File: config.mk
export PLATFORM = sky130hd
export DESIGN_NAME = traffic_queue_gen
export DESIGN_NICKNAME = d
export VERILOG_FILES = /design/src/rtl/traffic_queue_gen.sv
export SDC_FILE = /design/constraint.sdc
export NUM_CORES = 1
export LEC_CHECK = 0
export ABC_AREA = 1
export CAP_MARGIN = 20
export CORE_AREA = 2 2 88 90
export CTS_BUF_LIST = sky130_fd_sc_hd__clkbuf_4
export CTS_CLUSTER_DIAMETER = 100
export DETAILED_ROUTE_END_ITERATION = 8
export DIE_AREA = 0 0 90 92
export DONT_BUFFER_PORTS = 1
export SYNTH_ARGS = -nofsm -noshare
export SYNTH_HDL_FRONTEND = slang
export SYNTH_HIERARCHICAL = 1
export SYNTH_SLANG_ARGS = --single-unit
File: constraint.sdc
create_clock -name CLK -period 2.6 [get_ports CLK]
set_input_delay 0.26 -clock CLK [delete_from_list [all_inputs] [get_ports CLK]]
set_output_delay 0.26 -clock CLK [all_outputs]
set_load 0.05 [all_outputs]
File: src/rtl/traffic_queue_gen.sv
`default_nettype none
// ============================================================================
//  Module   : traffic_queue_gen (with helper traffic_queue_gen_road)
//  Purpose  : Two-road traffic queue generator. A shared tick divider paces
//             per-road LFSR-driven arrivals and light-driven departures
//             through a STOPPED/STARTUP/FLOWING discharge FSM.
//  Options  : TQG_OVERRIDE_EN - adds LOAD_VALID/LOAD_MAIN/LOAD_COUNTRY to
//             force both queue depths (reset still wins).
//  Revision : 1.0 - initial release
// ============================================================================

// ----------------------------------------------------------------------------
// One road: arrival LFSR, discharge FSM and saturating 0..7 queue.
// ----------------------------------------------------------------------------
module traffic_queue_gen_road #(
    parameter logic [15:0] SEED          = 16'h0001,
    parameter logic [7:0]  THRESH        = 8'd0,
    parameter int unsigned STARTUP_TICKS = 2
) (
    input  logic       clk,
    input  logic       rst_n,
    input  logic       tick,
    input  logic [1:0] light,
    input  logic       load_valid,
    input  logic [2:0] load_value,
    output logic [2:0] traffic
);

    localparam logic [1:0]  c_st_stopped = 2'd0;
    localparam logic [1:0]  c_st_startup = 2'd1;
    localparam logic [1:0]  c_st_flowing = 2'd2;

    // Galois taps for x^16+x^14+x^13+x^11+1 in right-shift form.
    localparam logic [15:0] c_lfsr_taps  = 16'hB400;
    // An all-zero seed would lock the LFSR, so it is replaced by 1.
    localparam logic [15:0] c_seed       = (SEED == 16'h0000) ? 16'h0001 : SEED;
    // The GREEN tick that leaves STOPPED is already the first startup tick,
    // so STARTUP only has to wait for the remaining STARTUP_TICKS-1.
    localparam logic        c_skip_startup = (STARTUP_TICKS <= 1);
    localparam logic [3:0]  c_startup_load = (STARTUP_TICKS > 1) ? 4'(STARTUP_TICKS - 1) : 4'd0;
    localparam logic [2:0]  c_q_max      = 3'd7;

    logic [15:0] r_lfsr;
    logic [1:0]  r_state;
    logic [3:0]  r_cnt;
    logic [2:0]  r_traffic;

    logic        w_green;
    logic        w_red;
    logic        w_arrival;
    logic        w_departure;
    logic [15:0] w_lfsr_nxt;
    logic [1:0]  w_state_nxt;
    logic [3:0]  w_cnt_nxt;
    logic [2:0]  w_traffic_nxt;

    // Light decode: 11 is treated the same as RED.
    assign w_green = (light == 2'b00);
    assign w_red   = light[1];

    // Sample for this tick is taken from the current LFSR value.
    assign w_arrival   = (r_lfsr[7:0] < THRESH);
    // Departures look at the pre-transition state.
    assign w_departure = (r_state == c_st_flowing) && (r_traffic != 3'd0);

    // Galois LFSR advance.
    assign w_lfsr_nxt = {1'b0, r_lfsr[15:1]} ^ (r_lfsr[0] ? c_lfsr_taps : 16'h0000);

    // Discharge FSM next-state, used only when a tick fires.
    always_comb begin
        w_state_nxt = r_state;
        w_cnt_nxt   = r_cnt;
        case (r_state)
            c_st_stopped: begin
                if (w_green) begin
                    if (c_skip_startup) begin
                        w_state_nxt = c_st_flowing;
                    end else begin
                        w_state_nxt = c_st_startup;
                        w_cnt_nxt   = c_startup_load;
                    end
                end
            end
            c_st_startup: begin
                if (w_green) begin
                    w_cnt_nxt = r_cnt - 4'd1;
                    if (r_cnt == 4'd1) begin
                        w_state_nxt = c_st_flowing;
                    end
                end else begin
                    w_state_nxt = c_st_stopped;
                end
            end
            c_st_flowing: begin
                if (w_red) begin
                    w_state_nxt = c_st_stopped;
                end
            end
            default: begin
                w_state_nxt = c_st_stopped;
                w_cnt_nxt   = 4'd0;
            end
        endcase
    end

    // Queue update: a simultaneous arrival and departure cancel out.
    always_comb begin
        w_traffic_nxt = r_traffic;
        if (w_arrival && !w_departure) begin
            if (r_traffic != c_q_max) begin
                w_traffic_nxt = r_traffic + 3'd1;
            end
        end else if (w_departure && !w_arrival) begin
            w_traffic_nxt = r_traffic - 3'd1;
        end
    end

    // Road state registers; a load only touches the queue.
    always_ff @(posedge clk) begin
        if (!rst_n) begin
            r_lfsr    <= c_seed;
            r_state   <= c_st_stopped;
            r_cnt     <= 4'd0;
            r_traffic <= 3'd0;
        end else begin
            if (tick) begin
                r_lfsr  <= w_lfsr_nxt;
                r_state <= w_state_nxt;
                r_cnt   <= w_cnt_nxt;
            end
            if (load_valid) begin
                r_traffic <= load_value;
            end else if (tick) begin
                r_traffic <= w_traffic_nxt;
            end
        end
    end

    assign traffic = r_traffic;

endmodule

// ----------------------------------------------------------------------------
// Top level: tick divider plus two independent roads.
// ----------------------------------------------------------------------------
module traffic_queue_gen #(
    parameter int unsigned TICK_DIV       = 30,
    parameter int unsigned STARTUP_TICKS  = 2,
    parameter logic [15:0] MAIN_SEED      = 16'hACE1,
    parameter logic [15:0] COUNTRY_SEED   = 16'h1D2B,
    parameter logic [7:0]  MAIN_THRESH    = 8'd96,
    parameter logic [7:0]  COUNTRY_THRESH = 8'd32
) (
    input  logic       CLK,
    input  logic       RST_N,
    input  logic       EN,
    input  logic [1:0] MAINLIGHT,
    input  logic [1:0] COUNTRYLIGHT,
`ifdef TQG_OVERRIDE_EN
    input  logic       LOAD_VALID,
    input  logic [2:0] LOAD_MAIN,
    input  logic [2:0] LOAD_COUNTRY,
`endif
    output logic [2:0] MAIN_TRAFFIC,
    output logic [2:0] COUNTRY_TRAFFIC,
    output logic       TICK
);

    localparam logic [15:0] c_tick_last = 16'(TICK_DIV - 1);

    logic [15:0] r_tick_cnt;
    // Registered flag mirroring (r_tick_cnt == c_tick_last).
    logic        r_tick_hit;
    logic [15:0] w_tick_cnt_nxt;
    logic        w_tick;

    logic        w_load_valid;
    logic [2:0]  w_load_main;
    logic [2:0]  w_load_country;

`ifdef TQG_OVERRIDE_EN
    assign w_load_valid   = LOAD_VALID;
    assign w_load_main    = LOAD_MAIN;
    assign w_load_country = LOAD_COUNTRY;
`else
    assign w_load_valid   = 1'b0;
    assign w_load_main    = 3'd0;
    assign w_load_country = 3'd0;
`endif

    assign w_tick_cnt_nxt = r_tick_hit ? 16'd0 : (r_tick_cnt + 16'd1);

    // Tick divider; frozen while EN is low so a pending tick survives a pause.
    always_ff @(posedge CLK) begin
        if (!RST_N) begin
            r_tick_cnt <= 16'd0;
            r_tick_hit <= (c_tick_last == 16'd0);
        end else if (EN) begin
            r_tick_cnt <= w_tick_cnt_nxt;
            r_tick_hit <= (w_tick_cnt_nxt == c_tick_last);
        end
    end

    // The tick only fires while running, so TICK reads 0 during a pause.
    assign w_tick = r_tick_hit & EN;
    assign TICK   = w_tick;

    traffic_queue_gen_road #(
        .SEED          (MAIN_SEED),
        .THRESH        (MAIN_THRESH),
        .STARTUP_TICKS (STARTUP_TICKS)
    ) u_main_road (
        .clk        (CLK),
        .rst_n      (RST_N),
        .tick       (w_tick),
        .light      (MAINLIGHT),
        .load_valid (w_load_valid),
        .load_value (w_load_main),
        .traffic    (MAIN_TRAFFIC)
    );

    traffic_queue_gen_road #(
        .SEED          (COUNTRY_SEED),
        .THRESH        (COUNTRY_THRESH),
        .STARTUP_TICKS (STARTUP_TICKS)
    ) u_country_road (
        .clk        (CLK),
        .rst_n      (RST_N),
        .tick       (w_tick),
        .light      (COUNTRYLIGHT),
        .load_valid (w_load_valid),
        .load_value (w_load_country),
        .traffic    (COUNTRY_TRAFFIC)
    );

endmodule
`default_nettype wire

==> metrics, run 1 <==
status finished, final reports clean; first-pass iteration count of the detailed router 4; Hold Path Class in -> reg; ant diodes 0; P_sw between 400 and 500 uW; Residual DRC 0; first-pass GRT wire length roughly 13 mm; site row count 32; Post-synth top flop dfxtp_1; PostCTS Resize Cnt 0; slowest cell on the critical path dfxtp_1; hold path startpoint RST_N; clock power share 0.337; RR Endpoint u_country_road/traffic[2]; post-layout util 0.521; Port Buffers 0; Final #Nets 555; CP required 2.91 ns; worst vdd ir 0.292 mV; CTS root buf clkbuf_4; pre-CTS setup slack about 0.59 ns; worst setup margin 0.578 ns; CP top delay family simple AND/OR/NAND/NOR gates; syn_area_per_cell between 6 and 7 um2; Worst-Margin Slew 0.619 ns; Die H 92 um; synth warn 6; asr flop ratio synth 0; most frequent cell after synthesis nand2_1; power per cell area 489 nW/um2; post-synth top area cell dfxtp_1; Crit Path Class reg -> reg; vias in the first global route 2,943; Crit path largest cell delay 0.53 ns; Boundary Pins 14; metal2 WL ~3.3 mm; Slew Limit Fails 0; Synth area leaders dfxtp_1, nand2_1, nor2_1, nand3_1, o21ai_0; fraction of layout instances using a drive strength above 1 0.127; DRT iter0 DRCs 188; aggregate global-route resource usage 0.185; crit end category register; routed length on met3 217 um; wl on met1 between 3 and 4 mm; Layout Cells excl Fill 646; post-DR vias/cell 4.90; uppermost layer routed met4; GPL Wtd Cong 0.859; Final min period 2.02 ns; WL final slightly above 7 mm; CTS Buffer Depth 2; CP Data Arrival Time approximately 2.3 ns; Initial Utilization 0.479; P&R area growth vs syn 8.77%; RSZ-0062 raised after global routing no; worst r2r src u_country_road/traffic[2]; most used cell, CP nor2_1; Synth top cells by count nand2_1, nor2_1, dfxtp_1; WHS Path Cells 2; Synth cell types 33; clock slew at reported path FFs ~0.11 ns; FMAX roughly 490 MHz; Final setup viols 0; period utilisation layout 0.778; switching part of the total 0.262; Slew Limit Headroom 0.586; Synth top area share 0.376; crit path max fanout 5; CTS sink cnt 67; Die W 90 um; Max-Cap Viols 0; gr ovfl total 0; Hold Vio Cnt, Final 0; Cell Int Power between 1000 and 1500 uW; Worst-Skew Late Latency roughly 0.40 ns; initial antenna violation count 0; via count 3,165; Clock Skew 0.0113 ns; total core area 7450 um2; placed insts 629; Avg WL per Cell 11.1 um; Mapped Area 3570 um2; crit path cell chain nor2_1 > nand2_1 > nand2_2 > nand2_2 > fa_1 > xnor2_1 > nand3_1 > nand3_1 > nand2_1 > nor2_1 > nor2_1; Yosys reg bits 67; number of flops mapped to enable cells by yosys 0; Static Leak 0.00170 uW; CP bufs+invs 0; HPWL Detailed around 4.8 mm; sequential group share of total power 0.575; TritonCTS clock tree done; pin count of the biggest net entering global routing 48; reg-to-reg slack, setup slightly below 0.6 ns; Final ANT Viol Nets 0; Setup TNS 0 ns; Crit. Startpoint u_country_road/traffic[2]; total power 1900 uW; die area 8280 um2; FF-to-FF path depth 11; Critical Path Start Type register; sequential fraction of the synthesis area 0.376; Post-Syn Instances 523; CTS H-tree lvls 3; total CTS buffers 9; Hold Path Sink r_tick_hit; combinational share of power 0.088
power groups by stage:
stage	Sequential, uW	Clock [uW]	Combinational (uW)
floorplan	1120	0	121
global placement	1110	0	144
detailed placement	1110	0	148
CTS	1090	674	168
global route	1090	709	194
finish	1090	638	168
cell type report:
cell class	count	area, um2
clock buffer	10	75.1
clock inverter	4	43.8
fill	752	3570
inverter	58	219
multi-input combinational	395	1980
sequential	67	1340
tap	102	128
timing repair buffer	10	92.6
placed cells by master, fill, tap and decap left out, drive strengths merged:
| cell type | netlist | routed |
|---|---|---|
| nand4 | 6 | 6 |
| dlygate4sd3 | 0 | 2 |
| clkinv | 1 | 4 |
| nor2 | 87 | 87 |
| dfxtp | 67 | 67 |
| o21ai | 46 | 46 |
| nand2 | 121 | 121 |
| nand3 | 54 | 54 |
| or2 | 2 | 2 |
| xor2 | 3 | 3 |
| nand3b | 1 | 1 |
| o211ai | 2 | 2 |
| bufinv | 0 | 1 |
| nor3 | 6 | 6 |
| ha | 5 | 5 |
| a21o | 1 | 1 |
| a211oi | 3 | 3 |
| o21bai | 3 | 3 |
| clkbuf | 8 | 10 |
| conb | 1 | 14 |
| xnor2 | 1 | 1 |
| inv | 57 | 57 |
| a21oi | 38 | 38 |
| buf | 8 | 8 |
| fa | 2 | 2 |
worst max path at each step:
stage | slack [ns] | cells past startpoint | to
after floorplan | 0.52 | 12 | u_main_road/r_cnt[3]
after global placement | 0.66 | 11 | u_country_road/traffic[2]
final | 0.58 | 11 | u_country_road/traffic[2]
after CTS | 0.57 | 11 | u_country_road/traffic[2]
after global routing | 0.38 | 11 | u_country_road/traffic[2]
after detailed placement | 0.59 | 11 | u_country_road/traffic[2]
worst register-to-register path: stages (launching register included):
cell and delay, ns:
dfxtp_1 0.53, nor2_1 0.18, nand2_1 0.09, nand2_2 0.10, nand2_2 0.09, fa_1 0.38, xnor2_1 0.20, nand3_1 0.10
nand3_1 0.09, nand2_1 0.05, nor2_1 0.09, nor2_1 0.05
logic make-up after synthesis:
| family | after synthesis | share of synthesized area |
|---|---|---|
| simple gates | 277 | 0.360 |
| fa+ha+maj | 7 | 0.0288 |
| xor+xnor | 4 | 0.00983 |
| compound gates | 93 | 0.142 |
| buf+inv | 74 | 0.0825 |
| other cells | 1 | 0.00105 |
| flops | 67 | 0.376 |
per-stage QoR:
stage	hold WS, ns	instance area, um2
2_1_floorplan	0.396	3610
3_3_place_gp	0.355	3720
3_5_place_dp	0.358	3720
4_1_cts	0.00256	3880
5_1_grt	0.0244	3880
6_report	0.0383	3880
timing repair:
action                                 in CTS  in global routing
setup buffers                               0                  0
endpoints found under the hold margin      51                  0
hold buffers                                3                  0
flip-flops by register name (all words and copies together) (netlist names):
name                    cells
r_tick_cnt                 16
u_country_road/r_lfsr      16
u_main_road/r_lfsr         16
u_country_road/r_cnt        4
u_main_road/r_cnt           4
u_country_road/traffic      3
u_main_road/traffic         3
u_country_road/r_state      2
u_main_road/r_state         2
r_tick_hit                  1
routing by layer:
metal | vias to the layer above | track usage
li1 | 1707 | -
met1 | 1422 | 0.235
met2 | 31 | 0.298
met3 | 5 | 0.0386
met4 | 0 | 0.0949
met5 | - | 0
No activity file was read; power rests on OpenSTA's default activity.
==> run 2, diff against run 1 <==
--- a/config.mk
+++ b/config.mk
@@ -13,6 +13,7 @@
 export DETAILED_ROUTE_END_ITERATION = 8
 export DIE_AREA = 0 0 90 92
 export DONT_BUFFER_PORTS = 1
+export PLACE_DENSITY = 0.66
 export SYNTH_ARGS = -nofsm -noshare
 export SYNTH_HDL_FRONTEND = slang
 export SYNTH_HIERARCHICAL = 1
==> constraint.sdc (replaced) <==
create_clock -name CLK -period 1.7 [get_ports CLK]
set_input_delay 0.17 -clock CLK [delete_from_list [all_inputs] [get_ports CLK]]
set_output_delay 0.17 -clock CLK [all_outputs]
set_load 0.05 [all_outputs]
==> metrics, run 2 (synthesis gave the netlist of run 1 again) <==
fraction of layout instances using a drive strength above 1 0.203 (was 0.127); Worst-Skew Late Latency 0.39 ns (was 0.40 ns); RSZ-0062 raised after global routing yes (was no); Slew Limit Headroom 0.415 (was 0.586); clock slew at reported path FFs 0.11 ns (about the same); Initial Utilization 0.479 (unchanged); Hold Path Sink u_main_road/r_state[1] (was r_tick_hit); Final #Nets 575 (was 555); Residual DRC 0 (unchanged); post-DR vias/cell 4.90 (about the same); reg-to-reg slack, setup 0.02 ns (was 0.58 ns); vias in the first global route 3,164 (was 2,943); power per cell area 722 nW/um2 (was 489 nW/um2); ant diodes 0 (unchanged); WHS Path Cells 3 (was 2); Final setup viols 0 (unchanged); worst r2r src u_country_road/traffic[0] (was u_country_road/traffic[2]); first-pass GRT wire length 13.3 mm (was 12.6 mm); die area 8280 um2 (unchanged); Slew Limit Fails 0 (unchanged); CTS Buffer Depth 2 (unchanged); Die W 90 um (unchanged); Crit Path Class reg -> reg (unchanged); Avg WL per Cell 11.1 um (about the same); CP required 2.00 ns (was 2.91 ns); Critical Path Start Type register (unchanged); total core area 7450 um2 (unchanged); Final min period 1.68 ns (was 2.02 ns); Worst-Margin Slew 0.875 ns (was 0.619 ns); Hold Path Class in -> reg (unchanged); CTS sink cnt 67 (unchanged); RR Endpoint u_country_road/traffic[2] (unchanged); FF-to-FF path depth 11 (unchanged); Crit. Startpoint u_country_road/traffic[0] (was u_country_road/traffic[2]); via count 3,273 (was 3,165); HPWL Detailed 5.00 mm (was 4.78 mm); CTS root buf clkbuf_4 (unchanged); commonest cells after routing, fill and taps aside nand2_1, nor2_1, dfxtp_1 (unchanged); FMAX 595 MHz (was 494 MHz); most common cell after layout, fill and taps aside nand2_1 (unchanged); WL final 7.42 mm (was 7.15 mm); crit end category register (unchanged); CTS H-tree lvls 3 (unchanged); Boundary Pins 14 (unchanged); TritonCTS clock tree done (unchanged); Static Leak 0.00180 uW (was 0.00170 uW); Hold Vio Cnt, Final 0 (unchanged); Clock Skew 0.0128 ns (was 0.0113 ns); first-pass iteration count of the detailed router 5 (was 4); pin count of the biggest net entering global routing 51 (was 48); status finished, final reports clean (unchanged); Max-Cap Viols 0 (unchanged); hold path startpoint MAINLIGHT[1] (was RST_N); DRT iter0 DRCs 211 (was 188); worst vdd ir 0.321 mV (was 0.292 mV); total power 2980 uW (was 1900 uW); Die H 92 um (unchanged); Regs by FF count r_tick_cnt: 16 flops, u_country_road/r_lfsr: 16 flops, u_main_road/r_lfsr: 16 flops (unchanged); crit path max fanout 3 (was 5); site row count 32 (unchanged); CP Data Arrival Time 1.99 ns (was 2.33 ns); gr ovfl total 0 (unchanged); worst hold slack 0.0271 ns (was 0.0383 ns); Port Buffers 0 (unchanged); GPL Wtd Cong 0.843 (was 0.859); initial antenna violation count 0 (unchanged); Final ANT Viol Nets 0 (unchanged); aggregate global-route resource usage 0.194 (was 0.185); period utilisation layout 0.989 (was 0.778); total CTS buffers 9 (unchanged); P&R area growth vs syn 15.9% (was 8.77%)
## run 2: cell count changes in the layout (fill, tap and decap cells not counted), sizes merged
| cell | before | now |
|---|---|---|
| clkinv | 4 | 5 |
| buf | 8 | 28 |
| inv | 57 | 56 |
| clkinvlp | 0 | 2 |
## run 2: where the power goes
group	internal, uW	switching [uW]
sequential	1610	40.8
clock	453	563
combinational	117	206
## run 2: per-stage QoR
| stage | TNS, ns | area (um2) | utilization | instances | setup slack [ns] |
|---|---|---|---|---|---|
| 6_report | 0 | 4130 | 0.555 | 668 | 0.0186 |
| 5_1_grt | -0.227 | 4130 | 0.555 | 668 | -0.131 |
| 4_1_cts | 0 | 4040 | 0.542 | 663 | 0.0133 |
| 3_5_place_dp | -0.0399 | 3840 | 0.516 | 642 | -0.0227 |
| 3_3_place_gp | 0 | 3840 | 0.516 | 642 | 0.0477 |
| 2_1_floorplan | 0 | 3640 | - | 536 | 0.00623 |
## run 2: area by class of cell
cell class	count	area [um2]
clock inverter	6	56.3
inverter	58	223
multi-input combinational	395	2040
timing repair buffer	30	243
clock buffer	10	75.1
fill	747	3310
sequential	67	1370
tap	102	128
## run 2: critical path, cell delays in order, from the launching register on
cell	delay (ns)
dfxtp_4	0.36
nor2_4	0.11
nand2_2	0.07
nand2_2	0.08
nand2_4	0.07
fa_2	0.36
xnor2_2	0.18
nand3_1	0.09
nand3_1	0.09
nand2_1	0.05
nor2_1	0.09
nor2_1	0.04
## run 2: what timing repair did
action / CTS / global route
hold buffers: 3 / 0
hold endpoints to repair: 57 / 0
pin swaps: 4 / 13
buffers inserted: 2 / 5
gates resized for setup: 2 / 19
endpoints found under the setup margin: 2 / 4
## run 2: worst max-delay path by stage
stage          slack, ns                        end  cells after the start
6_report            0.02  u_country_road/traffic[2]                     11
5_1_grt            -0.13  u_country_road/traffic[2]                     11
4_1_cts             0.01  u_country_road/traffic[2]                     11
3_5_place_dp       -0.02     u_main_road/traffic[2]                     12
3_3_place_gp        0.05     u_main_road/traffic[2]                     12
2_1_floorplan      0.006     u_main_road/traffic[2]                     12
## run 2: per-layer routing
layer | up-vias | GRT usage | routed length (um)
li1 | 1751 | - | -
met1 | 1467 | 0.234 | 3460
met2 | 45 | 0.333 | 3580
met3 | 10 | 0.0304 | 237
met4 | 0 | 0.100 | 145
met5 | - | 0 | 0
==> RTL change: new RTL, config.mk and constraints of run 1 <==
Build with the macro `TQG_OVERRIDE_EN` defined.
--- a/src/rtl/traffic_queue_gen.sv
+++ b/src/rtl/traffic_queue_gen.sv
@@ -12,6 +12,8 @@
 // ----------------------------------------------------------------------------
 // One road: arrival LFSR, discharge FSM and saturating 0..7 queue.
 // ----------------------------------------------------------------------------
+`define TQG_OVERRIDE_EN
+
 module traffic_queue_gen_road #(
     parameter logic [15:0] SEED          = 16'h0001,
     parameter logic [7:0]  THRESH        = 8'd0,
Ports: changed (added LOAD_COUNTRY, LOAD_MAIN and LOAD_VALID); port bits go from 14 to 21. The function was not compared with the original's and may differ.
==> RTL change against run 1 <==
Power rose by 0.96%; first-iteration DRC count fell by 21%; critical endpoint unchanged; sequential cell count did not move; maximum frequency rose by 1.2%; setup slack improved by 24 ps; count of clock-buffer cells in the layout rose by 1; routed wire length rose by 5.4%; critical path type unchanged; clock skew rose by 2.5 ps; largest power group unchanged; synthesized cell count fell by 0.19%; global-route usage rose by 1.1 points; area after synthesis fell by 0.11%; non-clock buffer count did not move; design area fell by 1.1%; core utilization fell by 0.59 points.
==> RTL change: results <==
{
  "result_of_the_run": "complete, no violations",
  "postRouteAntennaNets": 0,
  "cts.path.max_buffers": 2,
  "cp.arrival_ps": 2300,
  "timing.hold.worst_endpoint": "r_tick_hit",
  "place_congestion": 0.852,
  "crit_path_max_fanout": 5,
  "relSlewSlack_pct": 58.8,
  "grt_use_met1_pct": 26.3,
  "ys_top_cells_by_area": "sky130_fd_sc_hd__dfxtp_1 (38%), sky130_fd_sc_hd__nand2_1 (11%), sky130_fd_sc_hd__nor2_1 (8.0%), sky130_fd_sc_hd__nand3_1 (6.5%), sky130_fd_sc_hd__o21ai_0 (6.0%)",
  "detail_route.first_pass.iterations": 5,
  "groute.usage.overall_pct": 19.6,
  "worst_hold_path_stage_count": 2,
  "initialDrtViolationCount": 148,
  "grt_pass1_wl_um": 13500,
  "yosys.area_share.xor_xnor_pct": 0.983,
  "ys_dominant_reg_cell": "sky130_fd_sc_hd__dfxtp_1",
  "power.switching_uw": 498,
  "ys_types": 32,
  "top_regs": "r_tick_cnt: 16 flops, u_country_road/r_lfsr: 16 flops, u_main_road/r_lfsr: 16 flops",
  "pin_count_of_the_biggest_net_entering_global_routing": 46,
  "power_leakage_nw": 1.68,
  "vias_in_the_first_global_route": 3022,
  "post-cts-setup-buffers": 0,
  "antennaDiodeCount": 0,
  "regToRegSetupSlack_ps": 600,
  "clk_pin_slew_worst_paths_ps": 100,
  "postCtsHoldBufs": 4,
  "part_of_the_yosys_area_used_for_sequential_elements_pct": 37.7,
  "synth_adder_area_share_pct": 2.88,
  "finish.net_count": 548,
  "detailed_place_hpwl_um": 4930,
  "synth_async_sr_flop_share_pct": 0,
  "route.vias.total": 3218,
  "placedInstanceArea_um2": 3660,
  "drt_wl_total_um": 7530,
  "max-vdd-ir-drop_mv": 0.246,
  "compound_gate_portion_of_the_synthesized_area_pct": 14.2,
  "post_cts_resize_count": 0,
  "drive_gt1_share_pct": 12.8,
  "insertion_delay_of_the_later_clocked_pin_in_the_worst_skew_pair_ps": 400,
  "use_met2_pct": 31.6,
  "final.setup_skew_ps": 13.8,
  "grt.met3_usage_pct": 3.37
}
==> RTL change: cell count changes after synthesis <==
cell                            run 1  this run
sky130_fd_sc_hd__conb_1             1         0
==> RTL change: worst max path at each step <==
stage,start,endpoint,cells after the start
after global routing,u_country_road/traffic[2],u_country_road/traffic[2],11
after floorplan,EN,u_main_road/r_cnt[3],12
after detailed placement,u_country_road/traffic[2],u_country_road/traffic[2],11
final,u_country_road/traffic[2],u_country_road/traffic[2],11
after global placement,u_country_road/traffic[2],u_country_road/traffic[2],11
after CTS,u_country_road/traffic[2],u_country_road/traffic[2],11
==> RTL change: power groups by stage <==
stage	Sequential (mW)	Clock, mW	Combinational [mW]
after floorplan	1.12	0	0.119
after global placement	1.11	0	0.152
after detailed placement	1.11	0	0.155
after CTS	1.08	0.679	0.177
after global routing	1.09	0.731	0.204
final	1.08	0.653	0.177
==> RTL change: cell type report <==
| class | count | area, um^2 |
|---|---|---|
| multi-input cells | 381 | 1930 |
| clock buffers | 11 | 82.6 |
| fillers | 779 | 3610 |
| well taps | 102 | 128 |
| inverters | 58 | 219 |
| clock inverters | 4 | 42.5 |
| flip-flops and latches | 67 | 1340 |
| repair buffers | 10 | 95.1 |
==> RTL change: metrics by stage <==
stage	utilization, %	setup WS (ps)	hold WS (ps)	total power [mW]	instances
2_1_floorplan	-	516	396	1.24	522
4_1_cts	51.5	607	6.69	1.94	633
5_1_grt	51.5	417	5.76	2.02	633
3_5_place_dp	49.1	618	357	1.26	614
3_3_place_gp	49.1	656	355	1.26	614
6_report	51.5	602	45.2	1.91	633
==> RTL change: layer usage <==
layer	wire length [um]	up-vias
li1	-	1697
met1	3810	1461
met2	3380	50
met3	242	10
met4	95	0
met5	0	-
